File: config.mk
export PLATFORM = sky130hd
export DESIGN_NAME = rotary_ring_ctrl
export DESIGN_NICKNAME = d
export VERILOG_FILES = /design/src/rtl/rotary_ring_ctrl.sv
export SDC_FILE = /design/constraint.sdc
export NUM_CORES = 1
export LEC_CHECK = 0
export ABC_AREA = 1
export ABC_CLOCK_PERIOD_IN_PS = 2200
export CAP_MARGIN = 20
export CORE_MARGIN = 4
export CORE_UTILIZATION = 53
export CTS_BUF_LIST = sky130_fd_sc_hd__clkbuf_2 sky130_fd_sc_hd__clkbuf_4 sky130_fd_sc_hd__clkbuf_8
export DETAILED_ROUTE_END_ITERATION = 16
export GPL_ROUTABILITY_DRIVEN = 0
export HOLD_SLACK_MARGIN = 0.1
export PLACE_DENSITY = 0.94
export SETUP_SLACK_MARGIN = 0.5
export SYNTH_ARGS = -nofsm -noshare
export SYNTH_HDL_FRONTEND = slang
export SYNTH_SLANG_ARGS = --single-unit
File: constraint.sdc
create_clock -name clk -period 2.2 [get_ports clk]
set_input_delay 0.44 -clock clk [delete_from_list [all_inputs] [get_ports clk]]
set_output_delay 0.44 -clock clk [all_outputs]
set_load 0.02 [all_outputs]
File: src/rtl/rotary_ring_ctrl.sv
// Rotary-encoder LED ring controller: position, inversion and bar/dot display
// with registered LED pattern, brightness byte and a coalescing frame request.
module rotary_ring_ctrl #(
  parameter int N_LEDS = 12,
  parameter bit WRAP   = 1'b1,
  parameter int POS_W  = $clog2(N_LEDS)
) (
  input  logic              clk,
  input  logic              res,
  input  logic              rot_up,
  input  logic              rot_dn,
  input  logic              push,
  input  logic              mode_in,
  input  logic [1:0]        intensity_in,
  input  logic              frame_ack,
  output logic [N_LEDS-1:0] led_mask,
  output logic [POS_W-1:0]  pos,
  output logic              inverted,
  output logic [7:0]        intensity_out,
  output logic              frame_req
);

  localparam logic [POS_W-1:0] POS_MAX = POS_W'(N_LEDS - 1);

  logic [POS_W-1:0]  pos_q, pos_d;
  logic              inv_q, inv_d;
  logic              mode_q;
  logic [N_LEDS-1:0] mask_q, mask_d;
  logic [7:0]        int_q, int_d;
  logic              req_q, req_d;
  logic              change;

  // Opposing pulses cancel; the ends either wrap or saturate.
  always_comb begin
    pos_d = pos_q;
    if (rot_up && !rot_dn) begin
      if (pos_q == POS_MAX) pos_d = WRAP ? '0 : POS_MAX;
      else                  pos_d = pos_q + 1'b1;
    end else if (rot_dn && !rot_up) begin
      if (pos_q == '0) pos_d = WRAP ? POS_MAX : '0;
      else             pos_d = pos_q - 1'b1;
    end
  end

  assign inv_d = inv_q ^ push;

  always_comb begin
    mask_d = '0;
    for (int i = 0; i < N_LEDS; i++) begin
      mask_d[i] = (mode_q ? (i <= int'(pos_q)) : (i == int'(pos_q))) ^ inv_q;
    end
  end

  always_comb begin
    int_d = 8'h01;
    case (intensity_in)
      2'b00: int_d = 8'h01;
      2'b01: int_d = 8'h02;
      2'b10: int_d = 8'h08;
      2'b11: int_d = 8'h20;
      default: int_d = 8'h01;
    endcase
  end

  // A fresh change always wins over an acknowledge on the same edge.
  assign change = (mask_d != mask_q) || (int_d != int_q);
  assign req_d  = change || (req_q && !frame_ack);

  always_ff @(posedge clk or posedge res) begin
    if (res) begin
      pos_q  <= '0;
      inv_q  <= 1'b0;
      mode_q <= 1'b0;
      mask_q <= N_LEDS'(1);
      int_q  <= 8'h01;
      req_q  <= 1'b1;
    end else begin
      pos_q  <= pos_d;
      inv_q  <= inv_d;
      mode_q <= mode_in;
      mask_q <= mask_d;
      int_q  <= int_d;
      req_q  <= req_d;
    end
  end

  assign led_mask      = mask_q;
  assign pos           = pos_q;
  assign inverted      = inv_q;
  assign intensity_out = int_q;
  assign frame_req     = req_q;

endmodule

==> metrics.yaml <==
clk_pin_slew_ns: 0.13
chipHeight_um: 65.1
setup-tns-final_ns: 0
areaGrowthSynthToFinish_pct: 24.3
holdWs_ns: 0.429
async_flop_share: 1.00
cts_buffer_depth: 2
num_rows: 20
layout_setup_ws_ns: 0.485
required_ns: 2.47
p_leak_nw: 1.20
slowest_delay_ns: 0.49
die_area_um2: 4240
synth.top_cell.area_share: 0.289
status: "finished, final reports clean"
viasPerCell: 5.08
drt_first_pass_iters: 4
crit_path_frequent_cell: "nand2_1"
rsz0062_at_grt: "true"
crit_arrival_ns: 1.99
syn-cell-area_um2: 1730
fin_skew_ns: 0.00318
synth_edf_count: 0
cp_slowest_cell: "dfrtp_2"
maxCapViolCount: 0
cts_sinks: 23
clock_latency_ns: 0.33
grt_usage: 0.204
postSynthCellCount: 262
diodes: 0
hold_class: "in2async"
grt_pass1_vias: 1618
drc: 0
drtIter0Drc: 105
ys_seq_elements: 23
vias: 1737
grt.overflow.total: 0
cts_tree: "yes"
dp_slack_ns: 0.365
worstSetupPathType: "reg2reg"
coreArea_um2: 3080
synth_area_leaders: "dfrtp_1, nand2_1, nand3_1"
drive_gt1_frac: 0.171
fin_crit_ns: 1.71
finalHoldViolCount: 0
hold_buffers: 0
cp-start-kind: "flop"
grt_max_degree: 24
die_w_um: 65.1
dp_hpwl_um: 2890
critical_path.max_fanout: 6
htreeDepth: 1
final_nets: 314
port_buffers: 30
antenna_found_initial: 0
ios: 35
seqCellArea_um2: 586
yosys.area.top_type: "dfrtp_1"
n_fill_cell: 265
yosysWarningCount: 0
yosys_most_used_dff: "dfrtp_1"
ant_nets: 0
cts_made_buffers: 3
routed_wirelength_um: 4020
clockRootBuffer: "clkbuf_4"
peakVddDrop_mv: 0.903
p_per_area_nw_per_um2: 1460
r2r_cells: 12
multiInputGateArea_um2: 977
cp.depth: 12
worst-path-buf-inv: 2
setup_viol: 0
synth_cell_type_count: 27
crit_family: "simple AND/OR/NAND/NOR gates"
crit_chain: "buf_4 -> ha_2 -> inv_2 -> nand2_2 -> nand2_2 -> nand3_1 -> nand2_1 -> nand2_1 -> nand2_1 -> nand3_2 -> nor2_2 -> nand3_1"
synth.avg_cell_area_um2: 6.60
drv_slew: 0
fin_crit_sh: 0.779
end_kind: "flop"
initial_core_util: 0.562
grt_pass1_wl_um: 6910
fmax_mhz: 583
ys_seq_area_frac: 0.335
wl_per_cell_um: 11.7
## cell usage after synthesis, types with 2 or more instances
library cell / instances
ha_1: 6
buf_6: 3
buf_2: 3
nand3_1: 47
nand4_1: 3
dfstp_2: 3
inv_2: 3
dfrtp_1: 20
buf_4: 4
xor2_1: 3
nand2_2: 5
inv_1: 32
nor2_1: 11
nand2_1: 99
o21ai_0: 7
nor2_4: 2
## cell families (layout without fill, tap and decap cells)
family                   Yosys count  in the layout  share of synthesized area
AND/OR/NAND/NOR                  170            170                      0.432
buffers and inverters             48             81                      0.137
flip-flops                        23             23                      0.335
AO/OA/AOI/OAI                     11             11                     0.0354
adder cells (fa/ha/maj)            6              6                     0.0434
XOR/XNOR                           3              3                     0.0152
other                              1              4                    0.00217
## per-stage QoR
step	cells	power, mW	instance area, um^2	utilization
finish	342	3.14	2150	0.699
global route	342	3.47	2150	0.699
CTS	338	2.97	2070	0.674
detailed placement	331	2.80	2030	0.660
global placement	331	2.73	2030	0.660
floorplan	265	2.22	1740	-
## cell type report
type | count | area share
clock inverters | 1 | 0.00233
repair buffers | 41 | 0.169
inverters | 36 | 0.0663
clock buffers | 3 | 0.0105
flip-flops and latches | 23 | 0.272
well taps | 44 | 0.0256
multi-input cells | 194 | 0.454
## cell usage in the layout (no fill, tap or decap)
master            n
buf_4            11
nand2_2           8
ha_1              3
conb_1            4
ha_4              1
inv_4             1
a22o_1            1
clkinv_4          1
inv_2             4
nand4_1           3
xor2_1            3
dfrtp_1          15
ha_2              2
nand2_1          96
dfstp_2           3
nand2_4           1
clkbuf_4          3
clkdlybuf4s50_1   8
o21ai_2           1
a21oi_1           1
o21ai_0           7
dfrtp_2           5
dlymetal6s2s_1    1
clkdlybuf4s15_1   3
nand3_1          45
nor2_2            3
inv_1            30
dlygate4sd2_1    18
nand3_2           3
nor2_4            3
clkinv_2          1
nor2_1            8
o211ai_1          1
## routing by layer
| layer | routed length, um | share of wire | GRT usage | up-vias |
|---|---|---|---|---|
| met5 | 0 | 0 | 0 | - |
| met4 | 93 | 0.023 | 0.0855 | 0 |
| met3 | 199 | 0.050 | 0.0342 | 12 |
| met2 | 1970 | 0.49 | 0.340 | 59 |
| met1 | 1760 | 0.44 | 0.263 | 783 |
| li1 | - | - | - | 883 |
## path summary, 6_finish.rpt
kind,start,endpoint,slack [ns]
worst min register to register,pos[0],pos[0],0.62
worst max-delay path,pos[0],frame_req,0.49
max in group asynchronous,res,intensity_out[0],1.48
min in group clk,mode_in,mode_q,0.53
worst min-delay path,res,led_mask[2],0.43
worst max register to register,pos[0],frame_req,0.49
## worst reg2reg max path, cell delays in order (launching register included)
cell and delay, ns:
dfrtp_2 0.49, buf_4 0.16, ha_2 0.19, inv_2 0.06
nand2_2 0.06, nand2_2 0.07, nand3_1 0.07, nand2_1 0.08
nand2_1 0.08, nand2_1 0.09, nand3_2 0.08, nor2_2 0.13
nand3_1 0.08
## state kept, by name, indices dropped and copies added, names as in the netlist
name	flops
led_mask	12
intensity_out	4
pos	4
frame_req	1
inverted	1
mode_q	1
## power by group
part	leakage, nW	total, mW	switching (mW)	internal [mW]
clock network	0.0177	0.208	0.140	0.0685
logic	0.916	2.17	1.36	0.809
registers	0.267	0.763	0.158	0.604
## repair_timing
item / in CTS / in global routing
endpoints found under the setup margin: 23 / 5
endpoints found under the hold margin: 0 / 0
pin swaps: 0 / 8
buffers inserted: 3 / 4
gates resized for setup: 28 / 18
No activity file was read; power rests on OpenSTA's default activity.
